`src/rtl/seq_pkg.sv`:
```
// Shared types and constants for the instruction sequencer.
// Encodings mirror the 9-bit register-file processor's instruction word.
package seq_pkg;

  typedef enum logic [3:0] {
    S_IDLE      = 4'd0,
    S_FETCH     = 4'd1,
    S_LOAD      = 4'd2,
    S_IMM_FETCH = 4'd3,
    S_IMM_LOAD  = 4'd4,
    S_ISSUE     = 4'd5,
    S_EXEC      = 4'd6,
    S_HALTED    = 4'd7,
    S_FAULT     = 4'd8
  } seq_state_t;

  localparam logic [2:0] OP_MV   = 3'b000;
  localparam logic [2:0] OP_MVI  = 3'b001;
  localparam logic [2:0] OP_ADD  = 3'b010;
  localparam logic [2:0] OP_SUB  = 3'b011;
  localparam logic [2:0] OP_HALT = 3'b111;

  localparam int OP_HI = 8;
  localparam int OP_LO = 6;
  localparam int X_HI  = 5;
  localparam int X_LO  = 3;
  localparam int Y_HI  = 2;
  localparam int Y_LO  = 0;

endpackage

```
`src/rtl/seq_watchdog.sv`:
```
// Cycle watchdog: clear/enable counter, terminal count on the
// TIMEOUT-th enabled cycle since the last clear.
module seq_watchdog #(
  parameter int TIMEOUT = 15
) (
  input  logic clk,
  input  logic rst,
  input  logic clr,
  input  logic en,
  output logic tc
);

  localparam int W = $clog2(TIMEOUT + 1);

  logic [W-1:0] count;
  logic [W-1:0] last;

  assign last = W'(TIMEOUT - 1);
  assign tc   = en && (count == last);

  always_ff @(posedge clk or negedge rst) begin
    if (!rst) begin
      count <= '0;
    end else if (clr) begin
      count <= '0;
    end else if (en && (count != last)) begin
      count <= count + W'(1);
    end
  end

endmodule

```
`src/rtl/instr_seq_ctrl.sv`:
```
// Program sequencer: fetches ROM words, issues them to the processor,
// waits for Done under a watchdog, stops on HALT or timeout.
module instr_seq_ctrl
  import seq_pkg::*;
#(
  parameter int ADDR_W  = 5,
  parameter int TIMEOUT = 15
) (
  input  logic              clk,
  input  logic              rst,
  input  logic              start,
  output logic [ADDR_W-1:0] rom_addr,
  input  logic [8:0]        rom_data,
  output logic [8:0]        proc_din,
  output logic              proc_run,
  input  logic              proc_done,
  output logic [ADDR_W-1:0] pc,
  output logic [7:0]        retired,
  output logic              busy,
  output logic              halted,
  output logic              fault,
  output logic [3:0]        state
);

  localparam logic [ADDR_W-1:0] STEP1 = ADDR_W'(1);
  localparam logic [ADDR_W-1:0] STEP2 = ADDR_W'(2);

  seq_state_t        cur_state;
  seq_state_t        next_state;
  logic [ADDR_W-1:0] pc_next;
  logic [7:0]        retired_next;
  logic [8:0]        instr_q;
  logic [8:0]        imm_q;
  logic [2:0]        load_op;
  logic              is_mvi;
  logic              wd_clr;
  logic              wd_en;
  logic              wd_tc;

  assign load_op = rom_data[OP_HI:OP_LO];
  assign is_mvi  = (instr_q[OP_HI:OP_LO] == OP_MVI);
  assign wd_clr  = (cur_state == S_ISSUE);
  assign wd_en   = (cur_state == S_EXEC);
  assign state   = cur_state;

  seq_watchdog #(
    .TIMEOUT(TIMEOUT)
  ) u_wd (
    .clk(clk),
    .rst(rst),
    .clr(wd_clr),
    .en (wd_en),
    .tc (wd_tc)
  );

  always_comb begin
    next_state   = cur_state;
    pc_next      = pc;
    retired_next = retired;
    unique case (cur_state)
      S_IDLE, S_HALTED, S_FAULT: begin
        if (start) begin
          next_state   = S_FETCH;
          pc_next      = '0;
          retired_next = '0;
        end
      end
      S_FETCH: next_state = S_LOAD;
      S_LOAD: begin
        unique case (1'b1)
          (load_op == OP_HALT): next_state = S_HALTED;
          (load_op == OP_MVI):  next_state = S_IMM_FETCH;
          default:              next_state = S_ISSUE;
        endcase
      end
      S_IMM_FETCH: next_state = S_IMM_LOAD;
      S_IMM_LOAD:  next_state = S_ISSUE;
      S_ISSUE:     next_state = S_EXEC;
      S_EXEC: begin
        // Done wins over a same-cycle watchdog expiry.
        if (proc_done) begin
          next_state   = S_FETCH;
          pc_next      = pc + (is_mvi ? STEP2 : STEP1);
          retired_next = retired + 8'd1;
        end else if (wd_tc) begin
          next_state = S_FAULT;
        end
      end
      default: next_state = S_IDLE;
    endcase
  end

  always_ff @(posedge clk or negedge rst) begin
    if (!rst) begin
      cur_state <= S_IDLE;
      pc        <= '0;
      retired   <= '0;
      rom_addr  <= '0;
      instr_q   <= '0;
      imm_q     <= '0;
      proc_din  <= '0;
      proc_run  <= 1'b0;
      busy      <= 1'b0;
      halted    <= 1'b0;
      fault     <= 1'b0;
    end else begin
      cur_state <= next_state;
      pc        <= pc_next;
      retired   <= retired_next;
      // Address is launched on entry so data lands in LOAD/IMM_LOAD.
      if (next_state == S_FETCH) begin
        rom_addr <= pc_next;
      end else if (next_state == S_IMM_FETCH) begin
        rom_addr <= pc + STEP1;
      end
      if (cur_state == S_LOAD) begin
        instr_q <= rom_data;
      end
      if (cur_state == S_IMM_LOAD) begin
        imm_q <= rom_data;
      end
      proc_run <= (cur_state == S_ISSUE);
      if (cur_state == S_ISSUE) begin
        proc_din <= instr_q;
      end else if (cur_state == S_EXEC) begin
        proc_din <= is_mvi ? imm_q : instr_q;
      end
      busy   <= !(next_state inside {S_IDLE, S_HALTED, S_FAULT});
      halted <= (next_state == S_HALTED);
      fault  <= (next_state == S_FAULT);
    end
  end

endmodule

```
`config.mk`:
```
export PLATFORM = sky130hd
export DESIGN_NAME = instr_seq_ctrl
export DESIGN_NICKNAME = d
export VERILOG_FILES = /design/src/rtl/seq_pkg.sv /design/src/rtl/seq_watchdog.sv /design/src/rtl/instr_seq_ctrl.sv
export SDC_FILE = /design/constraint.sdc
export NUM_CORES = 1
export LEC_CHECK = 0
export CAP_MARGIN = 20
export CORE_ASPECT_RATIO = 1.5
export CORE_MARGIN = 5
export CORE_UTILIZATION = 45
export CTS_CLUSTER_DIAMETER = 120
export DETAILED_ROUTE_END_ITERATION = 7
export MAX_ROUTING_LAYER = met4
export PLACE_DENSITY = 0.71
export SLEW_MARGIN = 20
export SYNTH_ARGS = -nofsm -noshare
export SYNTH_HDL_FRONTEND = slang
export SYNTH_SLANG_ARGS = --single-unit
```
`constraint.sdc`:
```
create_clock -name clk -period 5.83 [get_ports clk]
set_input_delay 1.166 -clock clk [delete_from_list [all_inputs] [get_ports clk]]
set_output_delay 1.166 -clock clk [all_outputs]
set_load 0.005 [all_outputs]
```
[Word-level counts from Yosys, hierarchy flattened]
Index checks and enable logic that the tools add are counted.
Cells by class
  $add $sub $neg: 4
  reductions and logical operators: 12
  multiplexer cells: 19
  equality and inequality tests: 19
Operators by type and width (count)
  $pmux W4 S7: 1
  $mux W9: 3
  $eq A4 B3 Y1 const B: 5
  $mux W4: 5
  $mux W5: 4
  $mux W8: 2
  $pmux W8 S2: 1
  $eq A4 B2 Y1 const B: 3
  $eq A4 B4 Y1 const B: 3
  $pmux W5 S2: 1
  $add A8 B1 Y8 const B: 1
  $eq A4 B1 Y1 const B: 2
  $logic_not A4 Y1: 2
  $reduce_bool A2 Y1: 4
  $eq A3 B1 Y1 const B: 2
  $pmux W3 S2: 1
  $add A5 B1 Y5 const B: 1
  $add A5 B2 Y5: 1
  $add A4 B1 Y4 const B: 1
  $ne A2 B2 Y1 const B: 2
  $ne A4 B4 Y1 const B: 1
  $eq A3 B3 Y1 const B: 1
  $reduce_and A3 Y1: 1
  $reduce_bool A3 Y1: 1
  other kinds (4): 5
Word-level totals
  input port bits: 13
  logic and storage cells: 66
  flip-flop bits (word level): 57
  output and inout port bits: 35

[Depth between registers and ports, before layout]
Gate-level depths: netlist (run 1).
  word-level depth: 8
  depth in mapped cells: 11
  mapped depth without buffers: 11

[By module]
A second synthesis (run 1) with hierarchy kept.
Unflattened totals
  cell total of the unflattened synthesis: 258
  area, all modules: 2879.0 um2
Modules (own cells, without submodules)
  instr_seq_ctrl: seq. area each 1326.3 um2, cells each 234, times used 1, area an instance 2625.0 um2
  seq_watchdog: seq. area each 100.1 um2, cells each 24, times used 1, area an instance 254.0 um2

[Worst setup path before layout (run 1)]
OpenSTA, ideal clock, no wires.
  path type: input -> register
  from: input proc_done
  to: register rom_addr[0]
  setup slack: 3.227 ns
  cell stages on the path: 6
  buffers on the path: 1
  data arrival time: 2.478 ns
  data required time: 5.705 ns
  library setup time: 0.125 ns
  cells stage by stage: clkbuf_1 mux2_2 a31oi_1 a22o_1 mux2_4 mux2_2
On the way
  elaborated cells between the ends (all ways): 8
  those cells by class: eq/ne (2); mux (5); reduce/logical (1)
RTL lines
  start: declaration: RTL line instr_seq_ctrl.sv:16  | input logic proc_done,
  $mux W5: RTL line instr_seq_ctrl.sv:81  | if (proc_done) begin
  $pmux W5 S2: RTL line instr_seq_ctrl.sv:60  | unique case (cur_state)
  via pc_next[0]: RTL line instr_seq_ctrl.sv:30  | logic [ADDR_W-1:0] pc_next;
  $mux W5: RTL line instr_seq_ctrl.sv:111  | if (next_state == S_FETCH) begin
  end signal: assignment: RTL line instr_seq_ctrl.sv:112  | rom_addr <= pc_next;
  end signal: assignment: RTL line instr_seq_ctrl.sv:114  | rom_addr <= pc + STEP1;
  end: declaration: RTL line instr_seq_ctrl.sv:12  | output logic [ADDR_W-1:0] rom_addr,
The timed path passes the listed nets, and every way through them passes these cells.
A chain may end at the register's enable or synchronous reset.

[Final worst setup path (run 1)]
  from: input proc_done
  to: register retired[7]
On the way
  word-level cells in the longest chain between the ends: 2
Ends and longest elaborated chain
  $ne A2 B2 Y1 (no line)
  $reduce_and A3 Y1 (no line)
  end signal: assignment: RTL line instr_seq_ctrl.sv:109  | retired <= retired_next;
  end: declaration: RTL line instr_seq_ctrl.sv:18  | output logic [7:0] retired,
Every way passes these cells.

==> results of run 1 <==
sequential cells by signal (all words and copies together) (netlist names), 4 cells and up:
name,cells
pc,5
state,4
instr_q,9
retired,8
rom_addr,5
proc_din,9
imm_q,9
u_wd.count,4
final timing paths:
check	depth (start not counted)	slack, ns	to
max	7	2.89	retired[7]
min	1	0.51	imm_q[8]
max reg2reg	9	3.34	rom_addr[4]
min reg2reg	1	0.51	imm_q[8]
max in group asynchronous	2	4.38	busy
min in group asynchronous	2	0.95	retired[2]
cells in the mapped netlist, types with 2 or more instances:
library cell                n
sky130_fd_sc_hd__ha_1       6
sky130_fd_sc_hd__a31oi_1    5
sky130_fd_sc_hd__nor3b_1    2
sky130_fd_sc_hd__dfrtp_1   57
sky130_fd_sc_hd__nor2b_1    2
sky130_fd_sc_hd__buf_2      4
sky130_fd_sc_hd__mux2_4     2
sky130_fd_sc_hd__xnor2_1    5
sky130_fd_sc_hd__xor2_1     4
sky130_fd_sc_hd__o21ai_0   10
sky130_fd_sc_hd__o32a_1     2
sky130_fd_sc_hd__nand3_1    9
sky130_fd_sc_hd__a22o_1     2
sky130_fd_sc_hd__nor2_1    22
sky130_fd_sc_hd__inv_1     13
sky130_fd_sc_hd__a21o_1     2
sky130_fd_sc_hd__and3_1     3
sky130_fd_sc_hd__nand4_1    2
sky130_fd_sc_hd__a21oi_1   12
sky130_fd_sc_hd__nand3b_1   2
sky130_fd_sc_hd__nand2_1   16
sky130_fd_sc_hd__mux2_2    20
sky130_fd_sc_hd__nor4b_2    2
sky130_fd_sc_hd__mux2i_1   12
sky130_fd_sc_hd__o21ai_1    2
sky130_fd_sc_hd__clkbuf_1   3
sky130_fd_sc_hd__o32ai_1    2
sky130_fd_sc_hd__nand2b_1   2
worst max-delay path: stages:
cell and delay, ns:
sky130_fd_sc_hd__clkdlybuf4s50_1 0.55, sky130_fd_sc_hd__mux2_2 0.32, sky130_fd_sc_hd__a31oi_1 0.56, sky130_fd_sc_hd__nor2_1 0.21, sky130_fd_sc_hd__nand3_1 0.15, sky130_fd_sc_hd__xor2_1 0.16
sky130_fd_sc_hd__nor2_1 0.05
kinds of logic (layout without fill, tap and decap cells):
| family | Yosys count | after routing | share of synthesized area [%] |
|---|---|---|---|
| fa+ha+maj | 7 | 7 | 3.416 |
| mux | 35 | 35 | 13.89 |
| buf+inv | 23 | 79 | 3.595 |
| compound gates | 45 | 45 | 10.65 |
| xor+xnor | 9 | 9 | 2.831 |
| simple gates | 71 | 71 | 14.38 |
| flops | 57 | 57 | 51.24 |
metal layers:
metal	wire (um)	global-route usage [%]	up-vias
met5	0	-	-
met2	2994	27.66	54
met3	341	4.163	7
met4	106	7.379	0
met1	2293	19.56	1008
li1	-	-	970
layout make-up:
| class | instances | area (um2) |
|---|---|---|
| fill | 530 | 2539 |
| sequential | 57 | 1426 |
| multi-input combinational | 167 | 1257 |
| timing repair buffer | 50 | 488.0 |
| clock buffer | 9 | 123.9 |
| clock inverter | 6 | 107.6 |
| tap | 74 | 92.59 |
| inverter | 14 | 52.55 |
power by group:
part	internal, W	switching, W
Sequential	0.000542	0.000130
Combinational	0.000397	0.000317
Clock	0.000280	0.000154
through the flow:
| step | cells | hold WS [ns] |
|---|---|---|
| after floorplan | 247 | 0.4800 |
| after global placement | 362 | 0.4777 |
| after detailed placement | 362 | 0.4947 |
| after CTS | 377 | 0.5100 |
| after global routing | 377 | 0.5298 |
| final | 377 | 0.5096 |
==> metrics.md, run 1 <==
| Metric | Value |
|---|---|
| Run status | `finished clean` |
| HP Start | `imm_q[8]` |
| Worst-case clock skew | `around 0.0077 ns` |
| Yosys warns | `0` |
| Post-route cell area | `between 3000 and 4000 um2` |
| Hold Buf Count CTS | `0` |
| Maximum resistive drop on vdd | `slightly below 0.3 mV` |
| Final sum of negative setup slack | `0 ns` |
| Number of failing hold endpoints at the final stage | `0` |
| Port bufs | `47` |
| Routability congestion estimate from global placement | `about 0.8` |
| CTS sink count | `between 50 and 60` |
| Layout cell share with drive strength beyond 1 | `approximately 17%` |
| Largest fanout on the critical path | `9` |
| Relative max-transition margin | `a little over half` |
| Number of antenna violations at the first check in global routing | `0` |
| Transition time at the pin with the least slew margin | `0.7174 ns` |
| Total cell area at the placement stage | `3317 um2` |
| Overall power | `between 0.0015 and 0.002 W` |
| DRC violations left | `0` |
| Clock-pin slew on the worst setup and hold paths | `about 0.07 ns` |
| Leftover overflow at the end of global routing | `0` |
| Horizontal extent of the die | `approximately 74 um` |
| Kind of start point of the critical path | `input pin` |
| Clock tree from TritonCTS | `built` |
| Detailed placement HPWL | `slightly above 4 mm` |
| Number of enable flip-flop cells after synthesis | `0` |
| Floorplan die area | `~7900 um2` |
| Total nets after synthesis | `roughly 270` |
| Setup CP Type | `input pin to register` |
| Shortest period the worst path allows | `between 2 and 3 ns` |
| Drt total wl | `between 5 and 6 mm` |
| Prevailing post-synth register cell | `sky130_fd_sc_hd__dfrtp_1` |
| Avg Cell Area, Syn | `approximately 11 um2` |
| Placeable core area | `6087 um2` |
| Areal power density over the cells | `~510 nW/um2` |
| Reg2reg start | `instr_q[7]` |
| Clock root buffer master | `sky130_fd_sc_hd__clkbuf_8` |
| Share of the clock period used by the worst path | `50.38%` |
| Yosys reg bits | `57` |
| Resized Gates After CTS | `0` |
| Ranking of synthesized cells by area | `sky130_fd_sc_hd__dfrtp_1, sky130_fd_sc_hd__mux2_2, sky130_fd_sc_hd__mux2i_1` |
| Final number of max-transition violations | `0` |
| Async SR Flop Fraction | `100.0%` |
| Effective utilization at floorplan | `a little under half` |
| Floorplan die height | `~110 um` |
| Antenna-violating nets left | `0` |
| Largest net degree at the start of global routing | `between 50 and 60` |
| Fmax | `roughly 340 MHz` |
| Leakage power | `between 1.5 and 2 nW` |
| Share of the synthesized area in the top cell type | `51.24%` |
| Sequential fraction of the synthesis area | `approximately 51%` |
| Most common library cell in the layout ignoring fill and taps | `sky130_fd_sc_hd__dfrtp_1` |
| Vias per cell | `roughly 5.4` |
| Worst-Skew Late Latency | `0.34 ns` |
| Pre-CTS worst setup slack | `between 2 and 3 ns` |
| Vias in the first global route | `between 2000 and 2500` |
| Critical Path Start | `proc_done` |
| Boundary pin count | `48` |
| Router iterations before antenna repair | `4` |
| Via total after detailed routing | `around 2000` |
| Arrival time of the worst setup path | `approximately 3.2 ns` |
| Number of violations reported at the end of detailed-routing iteration 0 | `152` |
| Wire length of the first global-routing pass | `between 10 and 15 mm` |
| Kind of end point of the critical path | `register` |
| Post CTS Setup Buffer Count | `0` |
| Number of buffers added by the clock tree synthesis step | `9` |
| Synthesis-to-layout area growth | `27.46%` |
| Final core area utilization | `about three fifths` |
| Antenna fix cells | `0` |
| Cell row count | `35` |
| Classification of the worst-slack hold path | `register to register` |
| Final-stage net count | `roughly 320` |
| Worst Path Required | `6.05 ns` |
| Maximum number of buffers from clock root to sink | `2` |
| Cell accounting for the most synthesized area | `sky130_fd_sc_hd__dfrtp_1` |
| Mapped Area | `2784 um2` |
| WL/cell | `15.21 um` |
| Max-capacitance violation count | `0` |
| Unrepaired setup endpoints after global routing | `false` |
| Total Routing Usage GR | `between 10% and 20%` |
| Synthesized instance count | `~250` |
| Commonest cells after routing, fill and taps aside | `sky130_fd_sc_hd__dfrtp_1, sky130_fd_sc_hd__clkdlybuf4s50_1, sky130_fd_sc_hd__nor2_1` |
| Number of setup violations in the final report | `0` |
| Minimum setup slack in the final design | `roughly 2.9 ns` |
| Count of different cell masters after synthesis | `50` |
| H-tree depth | `3` |
Note: power is estimated with default switching activity, not from simulation.
==> run 2: changes to the inputs <==
- clock period: 5.83 -> 2.8 ns (I/O delays scaled with it)
==> metrics.md, run 2 (synthesis results as in run 1) <==
| Metric | Value |
|---|---|
| Vias per cell | `5.279 (was 5.408)` |
| Synthesis-to-layout area growth | `28.72% (was 27.46%)` |
| Run status | `finished clean (unchanged)` |
| Number of setup violations in the final report | `0 (unchanged)` |
| Total cell area at the placement stage | `3354 um2 (was 3317 um2)` |
| Classification of the worst-slack hold path | `input pin to asynchronous set/reset pin (was register to register)` |
| FF-to-FF path depth | `6 (was 9)` |
| Post-route cell area | `3583 um2 (was 3548 um2)` |
| Arrival time of the worst setup path | `2.49 ns (was 3.16 ns)` |
| Placeable core area | `6087 um2 (unchanged)` |
| Clock group share of total power | `22.6% (was 23.8%)` |
| Most common library cell in the layout ignoring fill and taps | `sky130_fd_sc_hd__dfrtp_1 (unchanged)` |
| Number of violations reported at the end of detailed-routing iteration 0 | `88 (was 152)` |
| Largest fanout on the critical path | `11 (was 9)` |
| Areal power density over the cells | `1062 nW/um2 (was 512.8 nW/um2)` |
| Leakage power | `1.605 nW (was 1.580 nW)` |
| Wire length of the first global-routing pass | `9.832 mm (was 10.05 mm)` |
| Top layer used by detailed routing | `met4 (unchanged)` |
| Share of the clock period used by the worst path | `about four fifths` |
| WL/cell | `14.74 um (was 15.21 um)` |
| Endpoint of the most critical register-to-register path | `rom_addr[1] (was rom_addr[4])` |
| Leftover overflow at the end of global routing | `0 (unchanged)` |
| Pre-CTS worst setup slack | `0.3453 ns (was 2.576 ns)` |
| Worst Path Required | `3.01 ns (was 6.05 ns)` |
| Part of the total power dissipated in combinational logic | `41.2% (was 39.2%)` |
| Horizontal extent of the die | `74.22 um (unchanged)` |
| Relative max-transition margin | `53.48% (was 52.17%)` |
| Setup CP Type | `register to register (was input pin to register)` |
| Antenna-violating nets left | `0 (unchanged)` |
| Via total after detailed routing | `2022 (was 2039)` |
| Net Sw Frac | `32.93% (was 33.01%)` |
| Commonest cells after routing, fill and taps aside | `sky130_fd_sc_hd__dfrtp_1, sky130_fd_sc_hd__clkdlybuf4s50_1, sky130_fd_sc_hd__nor2_1 (unchanged)` |
| Effective utilization at floorplan | `45.73% (unchanged)` |
| Number of antenna violations at the first check in global routing | `0 (unchanged)` |
| Largest net degree at the start of global routing | `58 (unchanged)` |
| Transition time at the pin with the least slew margin | `0.6977 ns (was 0.7174 ns)` |
| Worst-Skew Late Latency | `0.33 ns (was 0.34 ns)` |
| Maximum resistive drop on vdd | `0.5054 mV (was 0.2963 mV)` |
| Drt total wl | `5.646 mm (was 5.735 mm)` |
| Layout cell share with drive strength beyond 1 | `18.45% (was 16.83%)` |
| Hold Buf Count CTS | `0 (unchanged)` |
| Total Routing Usage GR | `16.46% (was 16.98%)` |
| Cell internal pwr | `0.002553 W (was 0.001219 W)` |
| Worst-case clock skew | `0.006635 ns (was 0.007669 ns)` |
| Router iterations before antenna repair | `4 (unchanged)` |
| Floorplan die height | `106.3 um (unchanged)` |
| Number of failing hold endpoints at the final stage | `0 (unchanged)` |
| Maximum number of buffers from clock root to sink | `2 (unchanged)` |
| Boundary pin count | `48 (unchanged)` |
| Antenna fix cells | `0 (unchanged)` |
| Detailed placement HPWL | `4.032 mm (was 4.086 mm)` |
| Routability congestion estimate from global placement | `0.8508 (was 0.8113)` |
| Fmax | `around 440 MHz` |
| CTS sink count | `57 (unchanged)` |
| Final-stage net count | `324 (was 319)` |
| Final sum of negative setup slack | `0 ns (unchanged)` |
| Final core area utilization | `58.87% (was 58.29%)` |
| Clock tree from TritonCTS | `built (unchanged)` |
| Kind of end point of the critical path | `register (unchanged)` |
| Port bufs | `47 (unchanged)` |
| Minimum setup slack in the final design | `0.5190 ns (was 2.893 ns)` |
| M1 wire length | `2.297 mm (was 2.293 mm)` |
| Floorplan die area | `7892 um2 (unchanged)` |
| NetSw | `0.001254 W (was 0.0006007 W)` |
| Final number of max-transition violations | `0 (unchanged)` |
| Post CTS Setup Buffer Count | `0 (unchanged)` |
| Unrepaired setup endpoints after global routing | `false (unchanged)` |
| Number of buffers added by the clock tree synthesis step | `9 (unchanged)` |
| Largest registers | `imm_q x9, instr_q x9, proc_din x9 (unchanged)` |
| Amount of wire on met3 after detailed routing | `293 um (was 341 um)` |
| Clock-pin slew on the worst setup and hold paths | `0.06 ns (was 0.07 ns)` |
| Clock root buffer master | `sky130_fd_sc_hd__clkbuf_8 (unchanged)` |
| Shortest period the worst path allows | `between 2 and 2.5 ns` |
| Max-capacitance violation count | `0 (unchanged)` |
| H-tree depth | `3 (unchanged)` |
| Resized Gates After CTS | `0 (unchanged)` |
| Reg2reg start | `state[3] (was instr_q[7])` |
| Cell row count | `35 (unchanged)` |
| Kind of start point of the critical path | `register (was input pin)` |
| Reg power frac | `36.2% (was 36.9%)` |
| Register-to-register setup slack | `0.52 ns (was 3.34 ns)` |
| Vias in the first global route | `2058 (was 2168)` |
| DRC violations left | `0 (unchanged)` |
| Met2 wire length | `2.983 mm (was 2.994 mm)` |
## run 2: changes by cell type in the layout (fill, tap and decap cells not counted)
| cell | delta |
|---|---|
| sky130_fd_sc_hd__buf_4 | +5 |
| sky130_fd_sc_hd__bufinv_16 | -1 |
| sky130_fd_sc_hd__clkbuf_8 | +2 |
## run 2: worst max path at each step
stage / depth (start not counted) / slack, ns / start / endpoint
detailed placement: 6 / 0.35 / proc_done / rom_addr[0]
global placement: 6 / 0.40 / proc_done / rom_addr[0]
finish: 6 / 0.52 / state[3] / rom_addr[1]
CTS: 6 / 0.51 / state[3] / rom_addr[1]
global route: 11 / 0.40 / instr_q[6] / rom_addr[4]
floorplan: 8 / 0.71 / instr_q[7] / rom_addr[4]
## run 2: metrics by stage
step | cells | total power, W | hold WS (ns)
2_1_floorplan | 247 | 0.002351 | 0.2644
5_1_grt | 383 | 0.004104 | 0.4090
4_1_cts | 383 | 0.003864 | 0.3765
3_3_place_gp | 367 | 0.002951 | 0.4776
6_report | 383 | 0.003807 | 0.3520
3_5_place_dp | 367 | 0.002983 | 0.4916
## run 2: cell type report
type                            instances  area [um2]
Clock buffer                           11       151.4
Fill cell                             535        2504
Multi-Input combinational cell        167        1257
Timing Repair Buffer                   55       525.5
Inverter                               14       52.55
Tap cell                               74       92.59
Sequential cell                        57        1426
Clock inverter                          5       77.57
## run 2: layer usage
| metal | track usage (%) | vias to the layer above |
|---|---|---|
| li1 | - | 985 |
| met1 | 19.41 | 976 |
| met2 | 26.46 | 53 |
| met3 | 4.636 | 8 |
| met4 | 6.107 | 0 |
| met5 | - | - |
## run 2: critical path: stages, from the launching register on
cell and delay [ns]:
sky130_fd_sc_hd__dfrtp_1 0.49, sky130_fd_sc_hd__and2b_4 0.36, sky130_fd_sc_hd__nand3b_4 0.18, sky130_fd_sc_hd__o32a_1 0.44, sky130_fd_sc_hd__o21ai_4 0.10, sky130_fd_sc_hd__mux2_4 0.31
sky130_fd_sc_hd__mux2_1 0.28
## run 2: power by group through the flow
stage | Combinational [W] | Sequential [W] | Clock [W]
after floorplan | 0.00102 | 0.00134 | 0
after global placement | 0.00156 | 0.00139 | 0
after detailed placement | 0.00159 | 0.00139 | 0
after CTS | 0.00160 | 0.00138 | 0.000886
after global routing | 0.00175 | 0.00143 | 0.000929
final | 0.00157 | 0.00138 | 0.000861
